File: src/rtl/compare_sched_pkg.sv
// Shared types for compare_sched: FSM state encoding, result sign codes and a
// wrap-around index helper used by the round-robin arbiter.
package compare_sched_pkg;

  typedef enum logic [1:0] {
    IDLE = 2'd0,
    CMP  = 2'd1,
    RSP  = 2'd2
  } state_t;

  localparam logic [1:0] SIGN_GT = 2'b10;
  localparam logic [1:0] SIGN_EQ = 2'b01;
  localparam logic [1:0] SIGN_LT = 2'b00;

  localparam int unsigned STATS_W = 16;

  // Next index in a ring of n entries.
  function automatic int unsigned wrap_inc(input int unsigned idx, input int unsigned n);
    return (idx + 32'd1 >= n) ? 32'd0 : idx + 32'd1;
  endfunction

endpackage

File: src/rtl/compare_core.sv
// Registered unsigned comparator: sign_result reflects A versus MCONSTANT one
// clock after A is presented.
module compare_core
  import compare_sched_pkg::*;
#(
  parameter int unsigned            DATA_WIDTH = 18,
  parameter logic [DATA_WIDTH-1:0]  MCONSTANT  = '0
) (
  input  logic                  clk,
  input  logic                  reset,
  input  logic [DATA_WIDTH-1:0] A,
  output logic [1:0]            sign_result
);

  logic [1:0] sign_next;

  always_comb begin
    if (A > MCONSTANT)       sign_next = SIGN_GT;
    else if (A == MCONSTANT) sign_next = SIGN_EQ;
    else                     sign_next = SIGN_LT;
  end

  // NOTE: clocked state uses <= so every register samples pre-edge values.
  always_ff @(posedge clk or posedge reset) begin
    if (reset) sign_result <= SIGN_LT;
    else       sign_result <= sign_next;
  end

endmodule

File: src/rtl/compare_sched.sv
// Round-robin scheduler feeding a registered operand-versus-constant comparator.
// Optional result statistics are built when COMPARE_SCHED_STATS_EN is defined.
module compare_sched
  import compare_sched_pkg::*;
#(
  parameter int unsigned DATA_WIDTH = 18,
  parameter int unsigned NUM_REQ    = 4,
  parameter int unsigned MCONSTANT  = 0
) (
  input  logic                                clk,
  input  logic                                reset,
  input  logic [NUM_REQ-1:0]                  req_valid,
  input  logic [NUM_REQ-1:0][DATA_WIDTH-1:0]  req_data,
  output logic [NUM_REQ-1:0]                  req_ready,
  output logic                                rsp_valid,
  input  logic                                rsp_ready,
  output logic [$clog2(NUM_REQ)-1:0]          rsp_id,
  output logic [1:0]                          rsp_sign,
  output logic                                busy
`ifdef COMPARE_SCHED_STATS_EN
  ,
  input  logic                                stats_clr,
  output logic [STATS_W-1:0]                  cnt_gt,
  output logic [STATS_W-1:0]                  cnt_eq,
  output logic [STATS_W-1:0]                  cnt_lt
`endif
);

  localparam int unsigned           ID_W    = $clog2(NUM_REQ);
  localparam logic [DATA_WIDTH-1:0] K_TRUNC = DATA_WIDTH'(MCONSTANT);

  state_t                 state;
  logic [ID_W-1:0]        rr_ptr;
  logic [DATA_WIDTH-1:0]  operand_q;
  logic                   grant_found;
  logic [ID_W-1:0]        grant_idx;
  logic [ID_W-1:0]        cand;

  // Search starts at rr_ptr and wraps, so the last winner has lowest priority.
  always_comb begin
    // NOTE: every combinational output gets a default first so no latch is inferred.
    grant_found = 1'b0;
    grant_idx   = '0;
    cand        = '0;
    for (int i = 0; i < int'(NUM_REQ); i++) begin
      cand = ID_W'((32'(rr_ptr) + 32'(i)) % NUM_REQ);
      if (!grant_found && req_valid[cand]) begin
        grant_found = 1'b1;
        grant_idx   = cand;
      end
    end
  end

  // Grant is only offered in IDLE and never while reset is held.
  always_comb begin
    req_ready = '0;
    if (state == IDLE && !reset && grant_found) req_ready[grant_idx] = 1'b1;
  end

  always_ff @(posedge clk or posedge reset) begin
    if (reset) begin
      state     <= IDLE;
      rr_ptr    <= '0;
      operand_q <= '0;
      rsp_id    <= '0;
      rsp_valid <= 1'b0;
    end else begin
      unique case (state)
        IDLE: begin
          if (grant_found) begin
            operand_q <= req_data[grant_idx];
            rsp_id    <= grant_idx;
            rr_ptr    <= ID_W'(wrap_inc(32'(grant_idx), NUM_REQ));
            state     <= CMP;
          end
        end
        CMP: begin
          rsp_valid <= 1'b1;
          state     <= RSP;
        end
        RSP: begin
          if (rsp_ready) begin
            rsp_valid <= 1'b0;
            state     <= IDLE;
          end
        end
        default: state <= IDLE;
      endcase
    end
  end

  assign busy = (state != IDLE);

  // operand_q only moves on acceptance, so the registered sign holds through RSP.
  compare_core #(
    .DATA_WIDTH (DATA_WIDTH),
    .MCONSTANT  (K_TRUNC)
  ) u_compare_core (
    .clk         (clk),
    .reset       (reset),
    .A           (operand_q),
    .sign_result (rsp_sign)
  );

`ifdef COMPARE_SCHED_STATS_EN
  logic handshake;
  assign handshake = rsp_valid && rsp_ready;

  always_ff @(posedge clk or posedge reset) begin
    if (reset) begin
      cnt_gt <= '0;
      cnt_eq <= '0;
      cnt_lt <= '0;
    end else if (stats_clr) begin
      cnt_gt <= '0;
      cnt_eq <= '0;
      cnt_lt <= '0;
    end else if (handshake) begin
      case (rsp_sign)
        SIGN_GT: if (cnt_gt != '1) cnt_gt <= cnt_gt + 1'b1;
        SIGN_EQ: if (cnt_eq != '1) cnt_eq <= cnt_eq + 1'b1;
        SIGN_LT: if (cnt_lt != '1) cnt_lt <= cnt_lt + 1'b1;
        default: ;
      endcase
    end
  end
`endif

endmodule

File: config.mk
export PLATFORM = sky130hd
export DESIGN_NAME = compare_sched
export DESIGN_NICKNAME = d
export VERILOG_FILES = /design/src/rtl/compare_sched_pkg.sv /design/src/rtl/compare_core.sv /design/src/rtl/compare_sched.sv
export SDC_FILE = /design/constraint.sdc
export NUM_CORES = 1
export LEC_CHECK = 0
export BUFFER_PORTS_ARGS = -buffer_cell sky130_fd_sc_hd__buf_2
export CAP_MARGIN = 5
export CORE_MARGIN = 2
export CORE_UTILIZATION = 40
export CTS_BUF_LIST = sky130_fd_sc_hd__clkbuf_8
export DETAILED_ROUTE_END_ITERATION = 8
export PLACE_DENSITY = 0.76
export SLEW_MARGIN = 20
export SYNTH_ARGS = -nofsm -noshare
export SYNTH_HDL_FRONTEND = slang
export SYNTH_SLANG_ARGS = --single-unit
File: constraint.sdc
create_clock -name clk -period 1.5 [get_ports clk]
set_input_delay 0.075 -clock clk [delete_from_list [all_inputs] [get_ports clk]]
set_output_delay 0.075 -clock clk [all_outputs]
set_load 0.01 [all_outputs]
# Word level (Yosys, flattened, before mapping)
# Index checks and enable logic that the tools add are counted.
[totals]
register_bits = 27
[classes]
addsub = 4
magnitude_cmp = 8
n_eq_ne = 4
muxes = 29
n_reduce_logical = 17
[ops]
columns = ["operator", "count"]
rows = [
  ["$bmux W18 S2", 1],
  ["$gt A18 B1 Y1 const B", 1],
  ["$logic_not A18 Y1", 1],
  ["$mux W18", 1],
  ["$mux W2", 8],
  ["$lt A2 B3 Y1 const B", 5],
  ["$mux W1", 11],
  ["$bmux W1 S2", 4],
  ["$logic_and A1 B1 Y1", 6],
  ["$pmux W2 S3", 1],
  ["$reduce_and A2 Y1", 3],
  ["$add A2 B2 Y2 const B", 2],
  ["$logic_not A1 Y1", 4],
  ["$mux W4", 1],
  ["$ne A2 B2 Y1 const B", 2],
  ["$reduce_bool A2 Y1", 2],
  ["$add A2 B1 Y3 const B", 1],
  ["$ge A3 B3 Y1 const B", 1],
  ["$add A2 B1 Y2 const B", 1],
  ["$demux W1 S2", 1],
  ["$eq A2 B1 Y1 const B", 1],
  ["$eq A2 B2 Y1 const B", 1],
  ["$ge A2 B1 Y1 const B", 1],
  ["$logic_not A2 Y1", 1],
  ["$pmux W1 S2", 1],
]

# Depth between registers and ports, before layout
# Gate-level depths: netlist of run 1.
[depth]
depth_word = 17
mapped_depth = 8
ltp_nobuf = 6

# Cells and area by module
# Synthesis of run 1 repeated with hierarchy kept, for this count alone.
[unflattened]
hier_cells = 151
area_unflattened_um2 = 1540.2
[modules_own_cells]
columns = ["module", "n_inst", "cells_per_inst", "area_per_inst_um2", "seq_area_each_um2"]
rows = [
  ["compare_sched", 1, 139, 1433.9, 625.6],
  ["compare_core", 1, 12, 106.4, 50.0],
]

# Least setup slack after synthesis of run 1
# No wires, ideal clock.
[synth_path]
path_kind = "reg-to-output"
from = "register rr_ptr[1]"
to = "output req_ready[2]"
t_arrival_ns = 1.506
required_ns = 1.425
slack_ns = -0.081
path_stages_with_launch = 9
path_buffers = 2
path_cell_list = "dfrtp_1 buf_4 mux2i_1 nor2_1 nor3_4 buf_6 inv_1 ha_1 and3_1"
[synth_between]
elab_chain_cells = 17
[synth_lines]
columns = ["element", "line_no", "text"]
rows = [
  ["from (decl)", "compare_sched.sv:33", "logic [ID_W-1:0] rr_ptr;"],
  ["from (signal assigned)", "compare_sched.sv:73", "rr_ptr <= ID_W'(wrap_inc(32'(grant_idx), NUM_REQ));"],
  ["parallel branches: the longest is 16 deep, another holds $lt A2 B3 Y1", "-", ""],
  ["$mux W4 *", "compare_sched.sv:57", "if (state == IDLE && !reset && grant_found) req_ready[grant_idx] = 1'b1;"],
  ["to (decl)", "compare_sched.sv:14", "output logic [NUM_REQ-1:0] req_ready,"],
]
# Every way passes the cells marked *. The select of a mux whose other input is x is not followed.

# Worst setup path in the final report of run 1
[layout_path]
from = "register rr_ptr[1]"
to = "output req_ready[3]"
# Same word-level chain as after synthesis.

==> results of run 1 <==
where the power goes:
| part | switching (uW) | total, uW | internal [uW] |
|---|---|---|---|
| sequential | 206 | 1300 | 1090 |
| combinational | 1390 | 2720 | 1330 |
| clock | 208 | 391 | 183 |
logic make-up after synthesis:
kind of cell,count (synthesis)
AO/OA/AOI/OAI,50
adder cells (fa/ha/maj),2
buffers and inverters,18
flip-flops,27
multiplexers,20
AND/OR/NAND/NOR,51
stage by stage:
stage / worst slack, ps / area [um^2] / hold WS (ps) / setup TNS (ps)
after floorplan: -44.1 / 1690 / 148 / -295
after global placement: -137 / 2250 / 7.92 / -2170
after detailed placement: -236 / 2250 / 9.25 / -3240
after CTS: -335 / 2470 / 98.9 / -5200
after global routing: -404 / 2520 / 111 / -7830
final: -345 / 2520 / 98.3 / -5770
per-layer routing:
| metal | vias to the layer above | part of all wire |
|---|---|---|
| met3 | 12 | 0.053 |
| met1 | 836 | 0.40 |
| met4 | 0 | 0.024 |
| met2 | 64 | 0.52 |
| met5 | - | 0 |
| li1 | 850 | - |
flip-flops by register name (all words and copies together) (netlist names):
signal and flops:
rsp_valid 1, u_compare_core.sign_result 2, operand_q 18, rr_ptr 2
rsp_id 2, state 2
worst paths after layout:
path	startpoint	end	slack, ps
max reg2reg	rr_ptr[1]	operand_q[10]	-320
min in group asynchronous	reset	rr_ptr[0]	280
min	req_data[38]	operand_q[2]	100
max in group asynchronous	reset	rr_ptr[1]	690
max	rr_ptr[1]	req_ready[3]	-350
min reg2reg	rsp_id[1]	rsp_id[1]	480
what timing repair did:
| action | 4_1_cts | 5_1_grt |
|---|---|---|
| setup buffers | 7 | 1 |
| hold endpoints to repair | 2 | 0 |
| hold buffers | 1 | 0 |
| pin swaps | 30 | 14 |
| gates resized for setup | 25 | 5 |
| gates cloned | 0 | 0 |
| endpoints found under the setup margin | 23 | 27 |
cell usage after synthesis (3+ instances only):
cell type  number
dfrtp_1        27
nor2_1         23
mux2i_1        20
o22ai_1        18
nand2_1        11
a221oi_1        9
a221oi_2        9
buf_2           6
a21oi_1         5
inv_1           5
and3_1          3
buf_6           3
nor4_1          3
area by class of cell:
| class | instances | area, um^2 |
|---|---|---|
| well taps | 50 | 62.6 |
| flip-flops and latches | 27 | 677 |
| fillers | 349 | 1510 |
| clock buffers | 3 | 41.3 |
| repair buffers | 114 | 693 |
| multi-input cells | 123 | 1020 |
| inverters | 6 | 25.0 |
| clock inverters | 1 | 3.75 |
critical path, cell delays in order, from the launching register on:
cell,delay [ps]
dfrtp_2,430
mux2i_1,190
nor2_1,100
nor3_4,240
buf_6,160
ha_4,110
and3_4,170
buf_6,90
==> flow_summary.json, run 1 <==
{
  "synth.area.mux_share": 0.119,
  "synth-simple-area-share": 0.145,
  "grt_pass1_wl_mm": 8.18,
  "grtUsageMet1": 0.272,
  "coreArea_um2": 4030,
  "synth_top_family_by_area": "compound AO/OA/AOI/OAI gates",
  "die_w_um": 68.8,
  "grt_busiest_layer": "met2",
  "synth-xor-area-share": 0,
  "stdcell_count": 324,
  "clock_sinks": 27,
  "n_antenna_cell": 0,
  "die-height_um": 68.8,
  "dieArea_um2": 4730,
  "synthTopCellsByArea": "dfrtp_1 (40%), mux2i_1 (12%), a221oi_2 (8.0%), o22ai_1 (6.7%), nor2_1 (5.1%)",
  "vias": 1762,
  "relSlewSlack": 0.736,
  "clkTransAtPathRegs_ps": 90,
  "rsz0062_at_grt": "yes",
  "syn-mean-instance-area_um2": 9.99,
  "pin_count": 89,
  "antenna_left": 0,
  "yosysTopAreaCellShare": 0.402,
  "utilization": 0.625,
  "cts_max_path_buffers": 2,
  "synth-compound-area-share": 0.248,
  "final_max_slew_viol_count": 0,
  "synth-seq-cells": 27,
  "cts_tree": "yes",
  "drive_above_1_share": 0.540,
  "io_buffer_count": 88,
  "crit_path_start_kind": "register",
  "synth_edf_count": 0,
  "synth_adder_area_share": 0.0149,
  "leakagePower_uw": 0.00125,
  "whs_path_depth": 3,
  "synthToLayoutAreaGrowth_pct": 50.1,
  "r2r_cells": 8,
  "critical_path_arrival_ps": 1770,
  "wire_per_inst_um": 15.7,
  "finalSetupViolCount": 23,
  "finalClockSkew_ps": 6.07,
  "fmax_mhz": 542,
  "drv_cap": 0,
  "syn_area_um2": 1680,
  "post-route-drc-count": 0,
  "clk_latency_ps": 260,
  "cp-end-kind": "output pin",
  "ys.flop_type": "dfrtp_1",
  "antenna_found_initial": 0,
  "cts_buffers": 3,
  "period_needed_ps": 1850,
  "syn_inst": 168,
  "fin_nets": 356,
  "place.gp.congestion": 0.815,
  "grt.overflow.total": 0,
  "dp.cells": 313,
  "worstHoldPathType": "in2reg",
  "yosysWarningCount": 0,
  "vias_per_cell": 5.44,
  "ys_async_sr_fraction": 1.00,
  "std_cell_rows": 23,
  "dp_hpwl_mm": 3.75,
  "synth_area_leader_cell": "dfrtp_1",
  "grt.met2_usage": 0.424,
  "syn_nets": 249,
  "cts_max_level": 1,
  "grt_usage": 0.233,
  "violations": "negative setup slack",
  "setup_ws_ps": -345,
  "crit_type": "reg2out",
  "layout_commonest_cell": "buf_2",
  "yosysSeqAreaShare": 0.402,
  "first_iter_violations": 71,
  "layout_common_cells": "buf_2 (85), dfrtp_1 (26), nor2_1 (23)",
  "grt_pass1_vias": 1817,
  "drt_wl_total_mm": 5.09,
  "outcome": "finished with violations",
  "worstPathRequired_ps": 1420,
  "peakVddDrop_uv": 671,
  "worstMarginPinSlew_ps": 394,
  "hold_viol_final": 0,
  "power.density_nw_per_um2": 1750,
  "grt_max_degree": 20,
  "fin_crit_sh": 1.23,
  "crit_fanout": 6,
  "start_util": 0.417,
  "ys_types": 34,
  "clock-root-buffer": "clkbuf_8",
  "met3_usage": 0.0308,
  "first_pass_iters": 4,
  "power_uw": 4410
}
(Power assumes the default switching activity.)
==> run 2: changes to the inputs <==
==> constraint.sdc (replaced) <==
create_clock -name clk -period 1.5 [get_ports clk]
set_input_delay 0.15 -clock clk [delete_from_list [all_inputs] [get_ports clk]]
set_output_delay 0.15 -clock clk [all_outputs]
set_load 0.01 [all_outputs]
==> run 2 against run 1 <==
The flow still finishes with violations (negative setup slack). Sequential share of layout area down 2.2 points. Die area unchanged. Maximum frequency decreased by 3.4%. Combinational power rose by 18%. Routed wire length rose by 0.47%. Total power grew 12%. Non-clock buffer count rose by 12. First-iteration DRC count is 4.2% higher. Critical endpoint is now req_ready[0]. Highest routed layer unchanged.
==> flow_summary.json, run 2 (same netlist as run 1, synthesis figures left out) <==
{
  "pin_count": 89,
  "peakVddDrop_uv": 1060,
  "antenna_found_initial": 0,
  "outcome": "finished with violations",
  "cp-end-kind": "output pin",
  "die_w_um": 68.8,
  "leakagePower_uw": 0.00136,
  "grt.met2_usage": 0.379,
  "wire_per_inst_um": 15.2,
  "worstPathRequired_ps": 1350,
  "rsz0062_at_grt": "yes",
  "grt.overflow.total": 0,
  "regMostFlops": "operand_q",
  "drv_cap": 0,
  "violations": "negative setup slack",
  "worstMarginPinSlew_ps": 320,
  "dp_hpwl_mm": 3.49,
  "dieArea_um2": 4730,
  "post-route-drc-count": 0,
  "antenna_left": 0,
  "coreArea_um2": 4030,
  "cts_max_path_buffers": 2,
  "final_max_slew_viol_count": 0,
  "die-height_um": 68.8,
  "clkTransAtPathRegs_ps": 90,
  "power_frac_comb": 0.651,
  "clkPwrFrac": 0.080,
  "worstSetupStartpoint": "rr_ptr[1]",
  "multi_input_area_um2": 1060,
  "largest_reg_flops": 18,
  "setup_ws_ps": -411,
  "drt_wl_total_mm": 5.11,
  "power.switching_uw": 1940,
  "cts_tree": "yes",
  "start_util": 0.417,
  "r2r-start": "rr_ptr[1]",
  "hold_ws_ps": 48.8,
  "vias": 1802,
  "period_needed_ps": 1910,
  "n_antenna_cell": 0,
  "fmax_mhz": 523,
  "hold_viol_final": 0,
  "worstHoldPathType": "in2async",
  "n_fill_cell": 320,
  "grt_pass1_vias": 1688,
  "switching_share": 0.395,
  "layout_common_cells": "buf_2 (85), dfrtp_1 (25), nor2_1 (23)",
  "layout_commonest_cell": "buf_2",
  "clock-root-buffer": "clkbuf_8",
  "crit_path_start_kind": "register",
  "critical_path_arrival_ps": 1760,
  "relSlewSlack": 0.785,
  "crit_type": "reg2out",
  "crit_fanout": 6,
  "vias_per_cell": 5.36,
  "seqPwrFrac": 0.269,
  "first_pass_iters": 4,
  "r2r_slack_ps": -390,
  "endpoint": "req_ready[0]",
  "power_uw": 4930,
  "synthToLayoutAreaGrowth_pct": 63.5,
  "finalClockSkew_ps": 2.29,
  "std_cell_rows": 23,
  "cts_max_level": 1,
  "clock_sinks": 27,
  "r2r_cells": 8,
  "grt_busiest_layer": "met2",
  "met3_usage": 0.0357,
  "area.sequential_um2": 678,
  "grt_usage": 0.209,
  "grt_pass1_wl_mm": 7.39,
  "finalSetupViolCount": 22,
  "p_int_uw": 2980,
  "grt_max_degree": 16,
  "fin_nets": 368,
  "clk_latency_ps": 260,
  "fin_crit_sh": 1.27,
  "io_buffer_count": 88,
  "cts_buffers": 3,
  "first_iter_violations": 74,
  "grtUsageMet1": 0.260,
  "drive_above_1_share": 0.584,
  "power.density_nw_per_um2": 1790,
  "place.gp.congestion": 0.762,
  "timing.rr.end": "operand_q[1]"
}
run 2: changes by cell type in the layout (fill, tap and decap cells not counted), moves of 2 or more:
cell      before  now
a221oi_4       2    4
buf_6          6   13
buf_8          0    2
a221oi_2      16   14
run 2: how the worst min path moves through the flow:
stage / startpoint / endpoint / slack [ps] / cells after the start
2_1_floorplan: reset / operand_q[0] / 230 / 1
3_3_place_gp: reset / rsp_id[0] / 140 / 2
3_5_place_dp: reset / operand_q[15] / 150 / 2
4_1_cts: reset / rr_ptr[0] / 50 / 3
5_1_grt: reset / operand_q[12] / 60 / 3
6_report: reset / operand_q[13] / 50 / 3
run 2: metal layers:
layer	up-vias	wire (um)
met5	-	0
met4	0	88
met3	8	301
met2	82	2660
met1	835	2060
li1	877	-
run 2: metrics by stage:
stage	std cells	setup TNS [ps]	utilization	instance area (um^2)	worst slack (ps)
final	336	-6150	0.681	2750	-411
after global routing	336	-7800	0.681	2750	-476
after CTS	329	-4840	0.634	2560	-391
after detailed placement	318	-2580	0.572	2300	-171
after global placement	318	-1930	0.572	2300	-138
after floorplan	168	-247	-	1720	-46.6
run 2: layout make-up:
type / count / area share
multi-input combinational: 123 / 0.388
timing repair buffer: 126 / 0.316
sequential: 27 / 0.247
tap: 50 / 0.0228
clock buffer: 3 / 0.0150
inverter: 6 / 0.0100
clock inverter: 1 / 0.00137
run 2: repair_timing:
item | in CTS | in global routing
gates cloned | 1 | 2
pin swaps | 17 | 22
hold buffers | 1 | 0
gates resized for setup | 29 | 24
setup endpoints to repair | 25 | 27
hold endpoints to repair | 5 | 0
setup buffers | 6 | 7
run 2: worst max-delay path: stages (launching register included):
cell     delay, ps
dfrtp_2        460
buf_4          150
nand2_1         70
nor3_1          60
a211o_1        290
buf_6          150
and3_2         210
buf_6          120
run 2: power by group through the flow:
stage	Clock, uW	Sequential, uW	Combinational (uW)
after floorplan	0	1270	1680
after global placement	0	1290	2330
after detailed placement	0	1310	2370
after CTS	404	1300	2780
after global routing	431	1370	3490
final	392	1330	3210
==> run 3: changes to the inputs <==
CORE_ASPECT_RATIO = 2   (was not set)
REMOVE_ABC_BUFFERS = 1   (was not set)
==> run 3 against run 2 <==
The run still ends with negative setup slack left. Sequential power barely moved. Maximum frequency is 3.2% lower. Largest cell class unchanged. Non-clock buffer count fell by 1. Clock skew up 0.97 ps. Combinational power fell by 2%. Utilization down 2.0 points. Clock-buffer cell count unchanged. Flip-flop and latch count stayed put. Routed wire length is 9.2% higher. Highest routed layer unchanged. Critical path type unchanged. Cell count up 0.30%. Setup slack got worse by 64 ps.
==> flow_summary.json, run 3 (same netlist as run 1, synthesis figures left out) <==
{
  "clkPwrFrac": 0.088,
  "wire_per_inst_um": 16.5,
  "die_w_um": 49.8,
  "utilization": 0.661,
  "grt.overflow.total": 0,
  "layout_common_cells": "buf_2 (86), buf_4 (27), dfrtp_1 (26)",
  "finalSetupTns_ps": -7760,
  "crit_fanout": 5,
  "crit_path_start_kind": "register",
  "crit_type": "reg2out",
  "dieArea_um2": 4760,
  "cpLargestDelayFamily": "buffers and inverters",
  "regMostFlops": "operand_q",
  "timing.rr.end": "operand_q[8]",
  "worstSetupStartpoint": "rr_ptr[1]",
  "vias_per_cell": 5.43,
  "pin_count": 89,
  "switching_share": 0.407,
  "cp.depth": 8,
  "worstMarginPinSlew_ps": 295,
  "outcome": "finished with violations",
  "clock_sinks": 27,
  "seqPwrFrac": 0.269,
  "path_cells": "buf_4, buf_6, nand2_2, nor3_1, a211o_1, buf_6, and3_2, buf_6",
  "drv_cap": 0,
  "power.density_nw_per_um2": 1820,
  "std_cell_rows": 33,
  "clock-root-buffer": "clkbuf_8",
  "largest_reg_flops": 18,
  "power.switching_uw": 1980,
  "endpoint": "req_ready[0]",
  "crit_path_frequent_cell": "buf_6",
  "finalSetupViolCount": 25,
  "cts_tree": "yes",
  "layout_commonest_cell": "buf_2",
  "r2r_cells": 9,
  "p_int_uw": 2890,
  "rsz0062_at_grt": "yes",
  "antenna_left": 0,
  "grt_pass1_vias": 1954,
  "setup_ws_ps": -475,
  "start_util": 0.415,
  "cpMaxStageDelayCell": "dfrtp_2",
  "violations": "negative setup slack",
  "antenna_found_initial": 0,
  "peakVddDrop_uv": 1480,
  "io_buffer_count": 88,
  "hold_ws_ps": 57.8,
  "r2r_slack_ps": -380,
  "worstPathRequired_ps": 1350,
  "drive_above_1_share": 0.561,
  "fin_nets": 367,
  "first_iter_violations": 24,
  "hold_viol_final": 0,
  "dp_hpwl_mm": 4.09,
  "grt_usage": 0.247,
  "period_needed_ps": 1970,
  "relSlewSlack": 0.802,
  "worstHoldPathType": "in2async",
  "n_antenna_cell": 0,
  "cp-end-kind": "output pin",
  "grt_pass1_wl_mm": 8.78,
  "die-height_um": 95.6,
  "slowest_delay_ps": 460,
  "vias": 1830,
  "power_frac_comb": 0.643,
  "leakagePower_uw": 0.00133,
  "drt_wl_total_mm": 5.58,
  "cts_buffers": 3,
  "synthToLayoutAreaGrowth_pct": 59.3,
  "finalClockSkew_ps": 3.27,
  "r2r-start": "rr_ptr[1]",
  "fin_crit_sh": 1.32,
  "first_pass_iters": 4,
  "coreArea_um2": 4050,
  "cts_max_level": 1,
  "clkTransAtPathRegs_ps": 100,
  "final_max_slew_viol_count": 0,
  "clk_latency_ps": 270,
  "crit_buf_inv": 4,
  "critical_path_arrival_ps": 1820,
  "place.gp.congestion": 0.861,
  "cts_max_path_buffers": 2,
  "dp.cells": 319,
  "fmax_mhz": 506,
  "stdcell_count": 337,
  "grt_max_degree": 17,
  "post-route-drc-count": 0
}
-- run 3: cell type report --
class                   instances  area, um^2
fillers                       352        1370
multi-input cells             123        1050
repair buffers                125         813
flip-flops and latches         27         677
well taps                      52        65.1
clock buffers                   3        41.3
inverters                       6        25.0
clock inverters                 1        7.51
-- run 3: stage by stage --
| stage | instance area (um^2) | total power [uW] | setup WS (ps) |
|---|---|---|---|
| 2_1_floorplan | 1580 | 2690 | -645 |
| 3_3_place_gp | 2290 | 3630 | -215 |
| 3_5_place_dp | 2290 | 3690 | -304 |
| 4_1_cts | 2580 | 4610 | -414 |
| 5_1_grt | 2680 | 5230 | -550 |
| 6_report | 2680 | 4870 | -475 |
-- run 3: what timing repair did --
| action | CTS | global route |
|---|---|---|
| pin swaps | 17 | 7 |
| setup buffers | 13 | 2 |
| endpoints found under the hold margin | 2 | 0 |
| gates resized for setup | 23 | 14 |
| hold buffers | 1 | 0 |
| setup endpoints to repair | 25 | 25 |
| gates cloned | 1 | 0 |
-- run 3: routing by layer --
metal | track usage | up-vias | part of all wire
li1 | - | 868 | -
met1 | 0.227 | 876 | 0.32
met2 | 0.501 | 68 | 0.61
met3 | 0.0219 | 18 | 0.033
met4 | 0.146 | 0 | 0.038
met5 | 0 | - | 0
-- run 3: worst min-delay path by stage --
stage / start / endpoint / slack (ps) / cells past startpoint
4_1_cts: reset / operand_q[4] / 60 / 3
5_1_grt: reset / operand_q[4] / 80 / 3
3_3_place_gp: reset / operand_q[5] / 110 / 2
6_report: reset / operand_q[4] / 60 / 3
3_5_place_dp: reset / operand_q[3] / 100 / 2
2_1_floorplan: reset / operand_q[0] / 220 / 1
-- run 3: power by group through the flow --
| stage | clock [uW] | combinational [uW] | sequential (uW) |
|---|---|---|---|
| after CTS | 429 | 2890 | 1300 |
| after detailed placement | 0 | 2380 | 1310 |
| after global placement | 0 | 2330 | 1300 |
| after floorplan | 0 | 1400 | 1290 |
| final | 428 | 3130 | 1310 |
| after global routing | 467 | 3420 | 1350 |
-- run 3: tightest hold or removal path, stage by stage --
cell   delay [ps]
buf_2          90
inv_1         220
buf_4         210
